File: src/rtl/mux_scan_pkg.sv
// Shared types and sizes for the 4:1 mux channel scanner.
// Contents: scan_state_t FSM encoding, NCH (mux data inputs), SEL_W (select width).
package mux_scan_pkg;

    localparam int unsigned NCH   = 4;
    localparam int unsigned SEL_W = 2;

    typedef enum logic [1:0] {
        IDLE  = 2'd0,
        DWELL = 2'd1,
        DONE  = 2'd2
    } scan_state_t;

endpackage

File: src/rtl/mux_scan_next_ch.sv
// Next-enabled-channel search for the scanner.
// Ports:
//   en         : channel enable mask
//   sel        : currently selected channel
//   first      : ignore sel and return the lowest enabled channel
//   nxt_c      : next enabled channel index (combinational)
//   has_next_c : a qualifying enabled channel exists (combinational)
module mux_scan_next_ch
    import mux_scan_pkg::*;
(
    input  logic [NCH-1:0]   en,
    input  logic [SEL_W-1:0] sel,
    input  logic             first,
    output logic [SEL_W-1:0] nxt_c,
    output logic             has_next_c
);

    // Lowest enabled index strictly above sel (or lowest overall when first).
    always_comb begin
        nxt_c      = '0;
        has_next_c = 1'b0;
        for (int unsigned i = 0; i < NCH; i++) begin
            if (!has_next_c && en[i] && (first || (i > 32'(sel)))) begin
                nxt_c      = SEL_W'(i);
                has_next_c = 1'b1;
            end
        end
    end

endmodule

File: src/rtl/mux_scan_ctrl.sv
// Time-division scanner for the 4:1 select mux: steps s1:s0 over the enabled
// channels, holds each for DWELL cycles, captures y at the end of each dwell
// and publishes a per-frame snapshot.
// Ports:
//   clk, rst_n   : clock, synchronous active-low reset
//   start, stop  : begin a frame (IDLE only) / abort a frame (DWELL)
//   chan_en      : channel enable mask, latched at start
//   y            : mux output
//   s0, s1       : registered mux select
//   sample       : last completed frame snapshot
//   frame_valid  : one-cycle pulse when sample updates
//   busy         : frame in progress
//   start_err    : one-cycle pulse on start with an empty mask
// Configuration: define MUX_SCAN_CONT_EN for back-to-back continuous frames.
module mux_scan_ctrl
    import mux_scan_pkg::NCH, mux_scan_pkg::SEL_W, mux_scan_pkg::scan_state_t;
#(
    parameter int unsigned DWELL = 4,
    parameter int unsigned CNT_W = 8
) (
    input  logic           clk,
    input  logic           rst_n,
    input  logic           start,
    input  logic           stop,
    input  logic [NCH-1:0] chan_en,
    input  logic           y,
    output logic           s0,
    output logic           s1,
    output logic [NCH-1:0] sample,
    output logic           frame_valid,
    output logic           busy,
    output logic           start_err
);

    localparam logic [CNT_W-1:0] DWELL_M1 = CNT_W'(DWELL - 1);

`ifdef MUX_SCAN_CONT_EN
    localparam logic CONT = 1'b1;
`else
    localparam logic CONT = 1'b0;
`endif

    scan_state_t      state_q, state_d;
    logic [NCH-1:0]   en_q, en_d;
    logic [NCH-1:0]   shadow_q, shadow_d, shadow_cap;
    logic [NCH-1:0]   sample_d;
    logic [SEL_W-1:0] sel_q, sel_d;
    logic [CNT_W-1:0] cnt_q, cnt_d;
    logic             frame_valid_d, busy_d, start_err_d;

    logic [NCH-1:0]   search_en_c;
    logic             search_first_c;
    logic [SEL_W-1:0] nxt_c;
    logic             has_next_c;

    // In IDLE search the incoming mask; DONE re-arm restarts from the bottom.
    assign search_en_c    = (state_q == mux_scan_pkg::IDLE) ? chan_en : en_q;
    assign search_first_c = (state_q != mux_scan_pkg::DWELL);

    mux_scan_next_ch u_next_ch (
        .en         (search_en_c),
        .sel        (sel_q),
        .first      (search_first_c),
        .nxt_c      (nxt_c),
        .has_next_c (has_next_c)
    );

    assign s0 = sel_q[0];
    assign s1 = sel_q[1];

    // Next-state and output decode.
    always_comb begin
        state_d       = state_q;
        en_d          = en_q;
        sel_d         = sel_q;
        cnt_d         = cnt_q;
        shadow_d      = shadow_q;
        sample_d      = sample;
        frame_valid_d = 1'b0;
        busy_d        = busy;
        start_err_d   = 1'b0;

        shadow_cap        = shadow_q;
        shadow_cap[sel_q] = y;

        case (state_q)
            mux_scan_pkg::IDLE: begin
                if (start) begin
                    if (|chan_en) begin
                        en_d     = chan_en;
                        shadow_d = '0;
                        sel_d    = nxt_c;
                        cnt_d    = DWELL_M1;
                        busy_d   = 1'b1;
                        state_d  = mux_scan_pkg::DWELL;
                    end else begin
                        start_err_d = 1'b1;
                    end
                end
            end

            mux_scan_pkg::DWELL: begin
                // Abort wins over a capture on the same edge.
                if (stop) begin
                    busy_d  = 1'b0;
                    state_d = mux_scan_pkg::IDLE;
                end else if (cnt_q != '0) begin
                    cnt_d = cnt_q - 1'b1;
                end else begin
                    shadow_d = shadow_cap;
                    if (has_next_c) begin
                        sel_d = nxt_c;
                        cnt_d = DWELL_M1;
                    end else begin
                        sample_d      = shadow_cap;
                        frame_valid_d = 1'b1;
                        busy_d        = CONT;
                        state_d       = mux_scan_pkg::DONE;
                    end
                end
            end

            mux_scan_pkg::DONE: begin
`ifdef MUX_SCAN_CONT_EN
                if (stop) begin
                    busy_d  = 1'b0;
                    state_d = mux_scan_pkg::IDLE;
                end else begin
                    shadow_d = '0;
                    sel_d    = nxt_c;
                    cnt_d    = DWELL_M1;
                    busy_d   = 1'b1;
                    state_d  = mux_scan_pkg::DWELL;
                end
`else
                state_d = mux_scan_pkg::IDLE;
`endif
            end

            default: begin
                busy_d  = 1'b0;
                state_d = mux_scan_pkg::IDLE;
            end
        endcase
    end

    // State and output registers.
    always_ff @(posedge clk) begin
        if (!rst_n) begin
            state_q     <= mux_scan_pkg::IDLE;
            en_q        <= '0;
            sel_q       <= '0;
            cnt_q       <= '0;
            shadow_q    <= '0;
            sample      <= '0;
            frame_valid <= 1'b0;
            busy        <= 1'b0;
            start_err   <= 1'b0;
        end else begin
            state_q     <= state_d;
            en_q        <= en_d;
            sel_q       <= sel_d;
            cnt_q       <= cnt_d;
            shadow_q    <= shadow_d;
            sample      <= sample_d;
            frame_valid <= frame_valid_d;
            busy        <= busy_d;
            start_err   <= start_err_d;
        end
    end

endmodule

File: config.mk
export PLATFORM = sky130hd
export DESIGN_NAME = mux_scan_ctrl
export DESIGN_NICKNAME = d
export VERILOG_FILES = /design/src/rtl/mux_scan_pkg.sv /design/src/rtl/mux_scan_next_ch.sv /design/src/rtl/mux_scan_ctrl.sv
export SDC_FILE = /design/constraint.sdc
export NUM_CORES = 1
export LEC_CHECK = 0
export CAP_MARGIN = 0
export CORE_ASPECT_RATIO = 0.75
export CORE_MARGIN = 1
export CORE_UTILIZATION = 30
export DETAILED_ROUTE_END_ITERATION = 10
export PLACE_DENSITY = 0.53
export REMOVE_ABC_BUFFERS = 1
export SLEW_MARGIN = 20
export SYNTH_ARGS = -nofsm -noshare
export SYNTH_HDL_FRONTEND = slang
export SYNTH_HIERARCHICAL = 1
export SYNTH_SLANG_ARGS = --single-unit
File: constraint.sdc
create_clock -name clk -period 3.2 [get_ports clk]
set_clock_uncertainty 0.2 [all_clocks]
set_input_delay 0.8 -clock clk [delete_from_list [all_inputs] [get_ports clk]]
set_output_delay 0.8 -clock clk [all_outputs]
set_load 0.01 [all_outputs]
==> results_dict.tcl <==
set metrics [dict create \
    hold_viol 0 \
    via_per_inst 5.42 \
    worstReg2RegEnd "sample[0]" \
    dr.pass1.iters 4 \
    worst_slack_ps 217 \
    drcViolationCount 0 \
    yosysWarningCount 6 \
    synth_cells 167 \
    synth_top_family_by_area "simple AND/OR/NAND/NOR gates" \
    wl_per_cell_um 14.7 \
    synth_mux_area_frac 0.0786 \
    cts-root-buf "clkbuf_8" \
    worst_pin_slew_ps 954 \
    cp_slowest_cell "nor4_4" \
    synth-simple-area-share 0.261 \
    routed-via-count 1371 \
    clock.fmax_mhz 335 \
    area_growth_pct 26.1 \
    fin_nets 208 \
    synthAdderAreaFrac 0.0171 \
    synth_compound_area_frac 0.237 \
    clkPwrFrac 0.256 \
    ys_ff_latch 27 \
    setup_violations 0 \
    cts_tree "built" \
    antenna_left 0 \
    post_cts_buffers 0 \
    clkSlewWorstSetupHoldPaths_ps 100 \
    cts_buffers 3 \
    synth_edf_count 0 \
    core_area_sq_um 4570 \
    endpoint_kind "flip-flop" \
    cts_buffer_depth 2 \
    hold_class "flip-flop to flip-flop" \
    p_int_mw 0.541 \
    post-route-util 0.404 \
    post_cts_resized 0 \
    max-slew-margin-rel 0.364 \
    dieArea_sq_um 5170 \
    clk_latency_ps 270 \
    power_density_nw_per_um2 420 \
    antenna_found_initial 0 \
    synth-async-reset-ratio 0 \
    rsz0062_at_grt "false" \
    p_sw_mw 0.236 \
    cp_slowest_stage_delay_ps 460 \
    drt_iter0_drc 80 \
    n_antenna_cell 0 \
    hold_buffers 0 \
    syn_avg_cell_area_sq_um 8.77 \
    required_ps 3190 \
    cpMostUsedCell "nor2_1" \
    syn_area_sq_um 1470 \
    clock_sinks 27 \
    grt_pass1_wl_um 6180 \
    ioPinCount 18 \
    path_cells "clkdlybuf4s50_1 -> mux2_2 -> nor2_1 -> o22a_1 -> o21ai_0 -> buf_4 -> nor4_4 -> nor2_1 -> a211oi_1" \
    startpoint_type "input port" \
    grt_max_degree 17 \
    grt_pass1_vias 1319 \
    rr_startpoint "state_q[1]" \
    yosysUniqueCellTypes 48 \
    pwr-share-seq 0.474 \
    row_count 21 \
    grt_usage 0.156 \
    die_h_um 62.5 \
    synth-xor-area-share 0 \
    grt_overflow 0 \
    finalCritPeriodShare 0.932 \
    outcome "completed" \
    endpoint "sample[0]" \
    worstSetupStartpoint "chan_en[3]" \
    cp_max_fo 8 \
    power.leakage_nw 0.679 \
    pwr-share-comb 0.270 \
    sw_frac_of_total 0.303 \
    ys.flop_type "dfxtp_1" \
    drive_above_1_share 0.199 \
    ys_seq_area_frac 0.369 \
    place_ws_ps -50.1 \
    io_buffers 17 \
    gp_congestion 0.841 \
    wl_um 3730 \
    slew_violations 0 \
    critPathArrivalTime_ps 2970 \
    h-tree-depth 1 \
    maxCapViolCount 0 \
    initial_core_util 0.320 \
    crit_type "input port to flip-flop" \
    rrSetupSlack_ps 350 \
    vdd_drop_max_v 0.000166 \
    dieWidth_um 82.7 \
    ff2ff_path_depth 9 \
    finalPower_mw 0.777 \
    min_period_ps 2980 \
    dpl.hpwl_um 2870 \
]
[power groups by stage]
stage	clock network (mW)	registers, mW	logic [mW]
2_1_floorplan	0	0.373	0.130
3_3_place_gp	0	0.375	0.205
3_5_place_dp	0	0.376	0.209
4_1_cts	0.210	0.368	0.210
5_1_grt	0.230	0.372	0.230
6_report	0.199	0.368	0.210
[kinds of logic (layout without fill, tap and decap cells)]
logic type | after synthesis | count (layout)
and+or+nand+nor | 66 | 66
muxes | 11 | 11
buffers and inverters | 14 | 43
adders and majority gates | 2 | 2
DFF | 27 | 27
AOI/OAI and AO/OA | 47 | 47
[sequential cells by signal (all words and copies together), names as in the netlist]
register,flops
busy,1
cnt_q,8
en_q,4
frame_valid,1
sample,4
sel_q,2
shadow_q,4
start_err,1
state_q,2
[stage by stage]
step                area (sq um)  std cells  hold slack [ps]  setup TNS [ps]
detailed placement          1800        249              254           -91.1
CTS                         1850        253              269               0
finish                      1850        253              264               0
floorplan                   1440        161              234               0
global route                1850        253              291               0
global placement            1800        249              251               0
[cells in the final DEF (no fill, tap or decap), drive strengths merged, types with 3 or more instances in the layout]
cell type / netlist / layout
a21oi: 11 / 11
clkdlybuf4s50: 0 / 17
nor3b: 3 / 3
a211oi: 5 / 5
nor2: 14 / 14
a22oi: 7 / 7
nor3: 5 / 5
clkbuf: 4 / 3
nor2b: 5 / 5
dfxtp: 27 / 27
o21ai: 9 / 9
nor4: 4 / 4
or3: 5 / 5
buf: 2 / 14
nand2: 14 / 14
inv: 8 / 8
mux2: 4 / 4
mux2i: 7 / 7
or2: 4 / 4
[worst max-delay path: cells and delay by family]
family	cells	cell delay (ps)
buffers and inverters	2	660
multiplexers	1	320
AO/OA/AOI/OAI	3	560
AND/OR/NAND/NOR	3	640
[Yosys cell counts (3+ instances only)]
cell | count | area (sq um)
dfxtp_1 | 27 | 541
nor3_1 | 5 | 25.0
or3_1 | 3 | 18.8
mux2_2 | 4 | 45.0
nor4_1 | 3 | 18.8
o21ai_0 | 8 | 40.0
inv_1 | 7 | 26.3
a22oi_1 | 7 | 52.6
a211oi_1 | 5 | 37.5
clkbuf_1 | 4 | 15.0
nand2_1 | 13 | 48.8
nor2_1 | 14 | 52.6
or2_2 | 4 | 25.0
nor2b_1 | 5 | 31.3
a21oi_1 | 11 | 55.1
mux2i_1 | 7 | 70.1
[cell type report]
| type | count | area, sq um |
|---|---|---|
| flip-flops and latches | 27 | 541 |
| clock inverters | 1 | 7.51 |
| multi-input cells | 126 | 870 |
| inverters | 8 | 30.0 |
| fillers | 474 | 2720 |
| clock buffers | 3 | 41.3 |
| repair buffers | 31 | 288 |
| well taps | 57 | 71.3 |
[worst min-delay path by stage]
stage,startpoint,end,slack (ps),depth (start not counted)
global route,en_q[0],en_q[0],290,2
CTS,en_q[0],en_q[0],270,2
finish,en_q[0],en_q[0],260,2
global placement,en_q[0],en_q[0],250,2
floorplan,en_q[0],en_q[0],230,2
detailed placement,en_q[0],en_q[0],250,2
[per-layer routing]
layer,track usage,share of wire,up-vias
li1,-,-,678
met1,0.222,0.51,664
met2,0.236,0.44,25
met3,0.0365,0.044,4
met4,0.0323,0.0067,0
met5,0,0,-
No activity file was read; power rests on OpenSTA's default activity.
